### config.mk
export PLATFORM = sky130hd
export DESIGN_NAME = u_rec_flat
export DESIGN_NICKNAME = d
export VERILOG_FILES = /design/src/rtl/u_rec_if.sv /design/src/rtl/u_rec.sv /design/src/flat_wrapper.sv
export SDC_FILE = /design/constraint.sdc
export NUM_CORES = 1
export LEC_CHECK = 0
export BUFFER_PORTS_ARGS = -buffer_cell sky130_fd_sc_hd__buf_4
export CAP_MARGIN = 5
export CORE_MARGIN = 4
export CORE_UTILIZATION = 50
export CTS_CLUSTER_SIZE = 30
export DETAILED_ROUTE_END_ITERATION = 7
export PLACE_DENSITY = 0.73
export SLEW_MARGIN = 10
export SYNTH_ARGS = -nofsm -noshare
export SYNTH_HDL_FRONTEND = slang
export SYNTH_SLANG_ARGS = --single-unit
### constraint.sdc
create_clock -name sys_clk -period 1.44 [get_ports sys_clk]
set_input_delay 0.072 -clock sys_clk [delete_from_list [all_inputs] [get_ports sys_clk]]
set_output_delay 0.072 -clock sys_clk [all_outputs]
set_load 0.03 [all_outputs]
### src/rtl/u_rec_if.sv
// Host-side handshake bundle for the oversampled UART receiver.
// Received byte, valid/ack handshake, error pulses and busy status.
interface u_rec_if;
    logic [7:0] rec_dataH;
    logic       rec_validH;
    logic       rec_ackH;
    logic       frame_errH;
    logic       overrun_errH;
    logic       rec_busyH;

    modport master (
        output rec_dataH,
        output rec_validH,
        output frame_errH,
        output overrun_errH,
        output rec_busyH,
        input  rec_ackH
    );

    modport slave (
        input  rec_dataH,
        input  rec_validH,
        input  frame_errH,
        input  overrun_errH,
        input  rec_busyH,
        output rec_ackH
    );
endinterface

### src/rtl/u_rec.sv
// 16x-oversampled 8N1 UART receiver with start-glitch rejection and break handling.
// Latency: byte visible 153 cycles after the synchronized start edge (2-flop sync ahead of that).
// No backpressure: an unread byte is overwritten and overrun_errH pulses instead.
module u_rec (
    input  logic    sys_clk,
    input  logic    sys_rst,
    input  logic    uart_dataH,
    u_rec_if.master recIf
);

    typedef enum logic [2:0] {
        R_IDLE  = 3'd0,
        R_START = 3'd1,
        R_DATA  = 3'd2,
        R_STOP  = 3'd3,
        R_BREAK = 3'd4
    } rstate_t;

    rstate_t    state;
    logic       syncMeta;
    logic       sync;
    logic [3:0] cnt;
    logic [3:0] bits;
    logic [7:0] sr;

    always_ff @(posedge sys_clk) begin
        if (sys_rst) begin
            state               <= R_IDLE;
            syncMeta            <= 1'b1;
            sync                <= 1'b1;
            cnt                 <= 4'd0;
            bits                <= 4'd0;
            sr                  <= 8'h00;
            recIf.rec_dataH     <= 8'h00;
            recIf.rec_validH    <= 1'b0;
            recIf.frame_errH    <= 1'b0;
            recIf.overrun_errH  <= 1'b0;
            recIf.rec_busyH     <= 1'b0;
        end else begin
            syncMeta            <= uart_dataH;
            sync                <= syncMeta;
            recIf.frame_errH    <= 1'b0;
            recIf.overrun_errH  <= 1'b0;
            cnt                 <= cnt + 4'd1;
            if (recIf.rec_ackH) begin
                recIf.rec_validH <= 1'b0;
            end

            // rec_busyH is updated alongside every transition so it tracks the state exactly
            case (state)
                R_IDLE: begin
                    cnt <= 4'd0;
                    if (!sync) begin
                        state           <= R_START;
                        recIf.rec_busyH <= 1'b1;
                    end
                end
                R_START: begin
                    if (cnt == 4'd7) begin
                        cnt <= 4'd0;
                        if (!sync) begin
                            state <= R_DATA;
                            bits  <= 4'd0;
                        end else begin
                            state           <= R_IDLE;
                            recIf.rec_busyH <= 1'b0;
                        end
                    end
                end
                R_DATA: begin
                    if (cnt == 4'd15) begin
                        sr   <= {sync, sr[7:1]};
                        bits <= bits + 4'd1;
                        cnt  <= 4'd0;
                        if (bits == 4'd7) begin
                            state <= R_STOP;
                        end
                    end
                end
                R_STOP: begin
                    if (cnt == 4'd15) begin
                        cnt <= 4'd0;
                        if (sync) begin
                            recIf.rec_dataH    <= sr;
                            recIf.rec_validH   <= 1'b1;
                            // an ack in this same cycle consumes the old byte, so no overrun
                            recIf.overrun_errH <= recIf.rec_validH & ~recIf.rec_ackH;
                            state              <= R_IDLE;
                            recIf.rec_busyH    <= 1'b0;
                        end else begin
                            recIf.frame_errH <= 1'b1;
                            state            <= R_BREAK;
                        end
                    end
                end
                R_BREAK: begin
                    if (sync) begin
                        cnt             <= 4'd0;
                        state           <= R_IDLE;
                        recIf.rec_busyH <= 1'b0;
                    end
                end
                default: begin
                    cnt             <= 4'd0;
                    state           <= R_IDLE;
                    recIf.rec_busyH <= 1'b0;
                end
            endcase
        end
    end

endmodule
### src/flat_wrapper.sv
// flat-port wrapper written by rule: the top's interface ports become plain ports
module u_rec_flat 
  (sys_clk, sys_rst, uart_dataH, recIf_rec_dataH, recIf_rec_validH, recIf_frame_errH, recIf_overrun_errH, recIf_rec_busyH, recIf_rec_ackH);
  u_rec_if recIf_i ();
  input  logic sys_clk;
  input  logic sys_rst;
  input  logic uart_dataH;
  output wire logic [$bits(recIf_i.rec_dataH)-1:0] recIf_rec_dataH;
  output wire logic [$bits(recIf_i.rec_validH)-1:0] recIf_rec_validH;
  output wire logic [$bits(recIf_i.frame_errH)-1:0] recIf_frame_errH;
  output wire logic [$bits(recIf_i.overrun_errH)-1:0] recIf_overrun_errH;
  output wire logic [$bits(recIf_i.rec_busyH)-1:0] recIf_rec_busyH;
  input wire logic [$bits(recIf_i.rec_ackH)-1:0] recIf_rec_ackH;
  assign recIf_rec_dataH = recIf_i.rec_dataH;
  assign recIf_rec_validH = recIf_i.rec_validH;
  assign recIf_frame_errH = recIf_i.frame_errH;
  assign recIf_overrun_errH = recIf_i.overrun_errH;
  assign recIf_rec_busyH = recIf_i.rec_busyH;
  assign recIf_i.rec_ackH = recIf_rec_ackH;
  u_rec u_core (.sys_clk(sys_clk), .sys_rst(sys_rst), .uart_dataH(uart_dataH), .recIf(recIf_i));
endmodule
# == Word-level counts from Yosys, hierarchy flattened ==
# Cells that the tools add are included.
# W data, S select, Z words.
# word_totals
register_bits,33
latchBits,0
ram_bits,0
romBits,0
out_inout_bits,12
n_memories,0
# classes
addsub,2
n_mul,0
n_div,0
n_lt_le_gt_ge,0
n_eq_ne,14
shifts,0
mux,27
n_bitwise,6
reduce_logical,10
# op_table
operator,n
$mux W4,6
$mux W3,7
$pmux W3 S5,1
$pmux W4 S3,1
$ne A2 B1 Y1 const B,5
$mux W1,9
$add A4 B1 Y4 const B,2
$eq A4 B3 Y1 const B,2
$pmux W4 S2,1
$reduce_and A4 Y1,2
$eq A3 B2 Y1 const B,2
$reduce_and A6 Y1,1
$not A1 Y1,5
$pmux W1 S5,1
$eq A4 B4 Y1 const B,1
$ne A2 B2 Y1 const B,2
$reduce_or A4 Y1,1
$eq A3 B1 Y1 const B,1
$eq A3 B3 Y1 const B,1
$logic_not A3 Y1,1
$reduce_and A3 Y1,1
$reduce_or A3 Y1,1
$mux W2,1
$reduce_and A2 Y1,1
other kinds (3),3

# == Depth between registers and ports, before layout ==
# depth
depth_word,4
ltp_mapped,6
depth_no_buf,5

# == Least setup slack after synthesis ==
# Ideal clock, no wire load.
# synth_timing
path_kind,reg-to-reg
start,reg u_core.cnt[0]
end,reg u_core.bits[2]
t_arrival_ps,1415
required_time_ps,1383
path_slack_ps,-32
path_stages_with_launch,7
path_buffers,1
period_less_slack_ps,1472
cell_sequence,dfxtp_1 -> ha_1 -> nand3_1 -> or3_4 -> buf_6 -> nor4b_4 -> a21o_1
# synth_via
elab_chain_len,3
elab_cells_between_ends,5
classes_between,eq/ne: 4; reduce/logical: 1
# synth_rtl
element,line_no,source
from (decl),u_rec.sv:22,logic [3:0] cnt;
from (signal assigned),u_rec.sv:44,cnt <= cnt + 4'd1;
$eq A4 B4 Y1 / $eq A4 B3 Y1 (equally long branches),"u_rec.sv:71, u_rec.sv:59",
$ne A2 B1 Y1 (no line),n/a,
$reduce_and A4 Y1 (no line) *,n/a,
to (signal assigned),u_rec.sv:73,bits <= bits + 4'd1;
to (decl),u_rec.sv:23,logic [3:0] bits;
# Every way passes the cells marked *; elsewhere a longest branch is shown, timed or not.
# A chain may end at the register's enable or synchronous reset.

# == Final worst setup path ==
# layout_timing
start,reg u_core.cnt[0]
end,reg u_core.recIf.rec_dataH[4]
# layout_via
elab_chain_len,2
# layout_rtl
element,line_no,source
$eq A4 B4 Y1,u_rec.sv:81,if (cnt == 4'd15) begin
$reduce_and A3 Y1 (no line),n/a,
to (signal assigned),u_rec.sv:84,recIf.rec_dataH <= sr;
to (decl),u_rec_if.sv:12,"output rec_dataH,"
# No other way between the ends.

==> run_results.csv <==
group,metric,value,unit
global_route,grt_overflow,0,
power_and_ir_drop,p_int,0.00136,W
placement,postPlaceCellArea,0.00162,mm²
die,die_x,61.0,µm
power_and_ir_drop,swShare,0.203,
clock_tree,cts.reportedPaths.clkPinSlew,0.10,ns
setup_path,startpoint,"u_core.cnt[0]",
placement,dp_hpwl,1780,µm
placement,gp_congestion,0.800,
setup_path,arrival,1.72,ns
die,die_area,0.00372,mm²
route,drt-initial-drc-count,28,
timing,hold_viol_final,0,
clock_tree,clockBufferDepth,2,
power_and_ir_drop,powerDensity,921,mW/mm²
synthesis,synth.most_common_cell,"dfxtp_1",
setup_path,r2r_cells,6,
setup_path,crit_chain,"ha_4, and3_4, and4_4, buf_12, mux2i_2, nor2_1",
global_route,antenna_found_initial,0,
cells_and_area,finalNetCount,178,
job,maxCapViolations,0,
route,routed-via-count,1119,
timing,worst_pin_slew,0.358,ns
timing,fmax,0.663,GHz
setup_path,crit_path_top_delay_cell,"dfxtp_4",
timing,fin_ws,-0.0693,ns
power_and_ir_drop,p_clk_frac,0.419,
route,avgViaCountPerCell,5.51,
die,die_y,61.0,µm
route,ant_nets,0,
route,drc,0,
synthesis,synthTopCellsByCount,"dfxtp_1, nor2_1, mux2i_1",
hold_path,hold_path.class,"input pin to flip-flop",
run_status,violations,"setup timing",
route,drt_pass1_iterations,4,
timing,slew_headroom,0.761,
synthesis,yosysUniqueCellTypes,41,
setup_path,start_kind,"flip-flop",
timing,holdWs,0.0652,ns
synthesis,ys.flop_type,"dfxtp_1",
timing,rsz0062_at_grt,"yes",
placement,post-place-cells,189,
timing,clock_skew,0.0119,ns
synthesis,yosysWarnings,0,
synthesis,synth_top_cell_area_share,0.470,
timing,min_period,1.51,ns
clock_tree,numCtsBuffers,5,
cells_and_area,fin_area,0.00186,mm²
power_and_ir_drop,vdd_drop_max,0.000845,V
clock_tree,cts_tree,"built",
synthesis,synthCells,140,
clock_tree,clk_latency,0.33,ns
synthesis,syn_area,0.00141,mm²
setup_path,reg2reg_from,"u_core.cnt[0]",
synthesis,ys_ff_latch,33,
timing,setup_viol_count_final,5,
run_status,outcome,"finished with violations",
setup_path,r2r_slack,-0.07,ns
global_route,grt_pass1_wl,4860,µm
power_and_ir_drop,switchingPower,0.000347,W
global_route,grt_max_degree,36,
global_route,grt_pass1_vias,1095,
clock_tree,cts_max_level,2,
power_and_ir_drop,p_seq_frac,0.540,
cells_and_area,num-fill-cells,202,
die,start_util,0.547,
setup_path,crit_type,"flip-flop to flip-flop",
synthesis,async_reset_ff_frac,0,
synthesis,ys_seq_area_frac,0.470,
clock_tree,cts-root-buf,"clkbuf_4",
route,finalWirelength,2980,µm
setup_path,crit_required,1.65,ns
setup_path,r2r-end,"u_core.recIf.rec_dataH[4]",
setup_path,crit_end,"u_core.recIf.rec_dataH[4]",
placement,port_buffers,15,
synthesis,synth.avg_cell_area,10.0,µm²
setup_path,endpoint_kind,"flip-flop",
synthesis,synthTopCellsByArea,"dfxtp_1, mux2i_1, nor2_1",
synthesis,synth_edf_count,0,
setup_path,max_stage_delay,0.37,ns
route,post_drt_wl_per_cell,14.7,µm
power_and_ir_drop,power_frac_comb,0.042,
clock_tree,cts.sinks,33,
timing,slew_violations,0,
die,fp.coreArea,0.00257,mm²
global_route,track_usage,0.181,
cells_and_area,drive_above_1_share,0.387,
timing,post-route-period-util,1.05,
cells_and_area,n_antenna_cell,0,
synthesis,syn-num-nets,146,
power_and_ir_drop,p_leak,0.815,nW
cells_and_area,final_cells,203,
die,io_pins,16,
cells_and_area,syn_to_final_growth,32.1,%
setup_path,cp_max_fo,5,
synthesis,synth_top_area_cell,"dfxtp_1",
die,rows,18,
[stage by stage]
step / setup TNS [ns] / util / power [W] / setup slack (ns)
3_5_place_dp: -0.734 / 0.629 / 0.00101 / -0.0898
2_1_floorplan: 0 / - / 0.000993 / 0.00452
3_3_place_gp: -0.381 / 0.629 / 0.00101 / -0.0465
4_1_cts: -0.217 / 0.697 / 0.00172 / -0.0365
5_1_grt: -1.32 / 0.723 / 0.00179 / -0.135
6_report: -0.143 / 0.723 / 0.00171 / -0.0693
[worst max-delay path, delay by kind of cell, from the launching register on]
family	cells	cell delay (ns)
and+or+nand+nor	3	0.52
DFF	1	0.37
muxes	1	0.22
adders and majority gates	1	0.15
buffers and inverters	1	0.13
[power groups by stage]
stage / clock network (W) / logic [W] / registers, W
final: 0.000715 / 0.0000713 / 0.000922
after global routing: 0.000787 / 0.0000782 / 0.000924
after CTS: 0.000730 / 0.0000672 / 0.000928
after detailed placement: 0 / 0.0000643 / 0.000948
after global placement: 0 / 0.0000631 / 0.000948
after floorplan: 0 / 0.0000414 / 0.000952
[final cells by class]
cell class | count | area [µm²] | share of cell area
well taps | 30 | 37.5 | 0.0202
flip-flops and latches | 33 | 674 | 0.363
inverters | 2 | 7.51 | 0.00405
multi-input cells | 97 | 767 | 0.413
clock inverters | 1 | 30.0 | 0.0162
repair buffers | 33 | 284 | 0.153
clock buffers | 7 | 55.1 | 0.0297
[flip-flops by register name, indices dropped and copies added (netlist names), 3 cells and up]
name and count:
u_core.sr 8, u_core.state 3, u_core.recIf.rec_dataH 8, u_core.cnt 4
u_core.bits 4
[what timing repair did]
| action | 4_1_cts | 5_1_grt |
|---|---|---|
| endpoints found under the hold margin | 1 | 0 |
| cloned | 2 | 0 |
| pin swaps | 3 | 4 |
| endpoints found under the setup margin | 21 | 22 |
| hold buffers | 1 | 0 |
| buffers inserted | 1 | 3 |
| resized for setup | 11 | 15 |
[how the worst min path moves through the flow]
stage | from | to | slack [ns] | cells after the start
2_1_floorplan | uart_dataH | u_core.syncMeta | 0.18 | 1
3_3_place_gp | uart_dataH | u_core.syncMeta | 0.26 | 2
3_5_place_dp | uart_dataH | u_core.syncMeta | 0.26 | 2
4_1_cts | recIf_rec_ackH | u_core.recIf.overrun_errH | 0.06 | 3
5_1_grt | recIf_rec_ackH | u_core.recIf.overrun_errH | 0.05 | 3
6_report | recIf_rec_ackH | u_core.recIf.overrun_errH | 0.07 | 3
[cell usage in the layout (no fill, tap or decap), types with 2 or more instances in the layout]
cell	n
a21oi_1	2
buf_4	28
dfxtp_2	2
dfxtp_4	3
inv_1	2
and3_1	2
nand3_1	6
dfxtp_1	28
o22ai_1	2
o21ai_0	2
mux2i_1	16
or3_4	2
a21o_1	3
clkbuf_4	5
nor3_1	4
nor4b_2	2
nor2_1	23
nand2b_1	3
or2_2	2
[kinds of logic (layout without fill, tap and decap cells)]
kind of cell,count (synthesis),in the layout,synth area share
adder cells (fa/ha/maj),3,3,0.0249
AND/OR/NAND/NOR,57,58,0.240
XOR/XNOR,2,2,0.0125
flip-flops,33,33,0.470
multiplexers,17,17,0.121
buffers and inverters,11,43,0.0427
AO/OA/AOI/OAI,17,17,0.0890
[layer usage]
metal  global-route usage  up-vias  part of all wire
li1                     -      559                 -
met1                0.229      520              0.44
met2                0.275       33              0.49
met3               0.0587        7             0.052
met4               0.0929        0             0.018
met5                    0        -                 0
No activity file was read; power rests on OpenSTA's default activity.
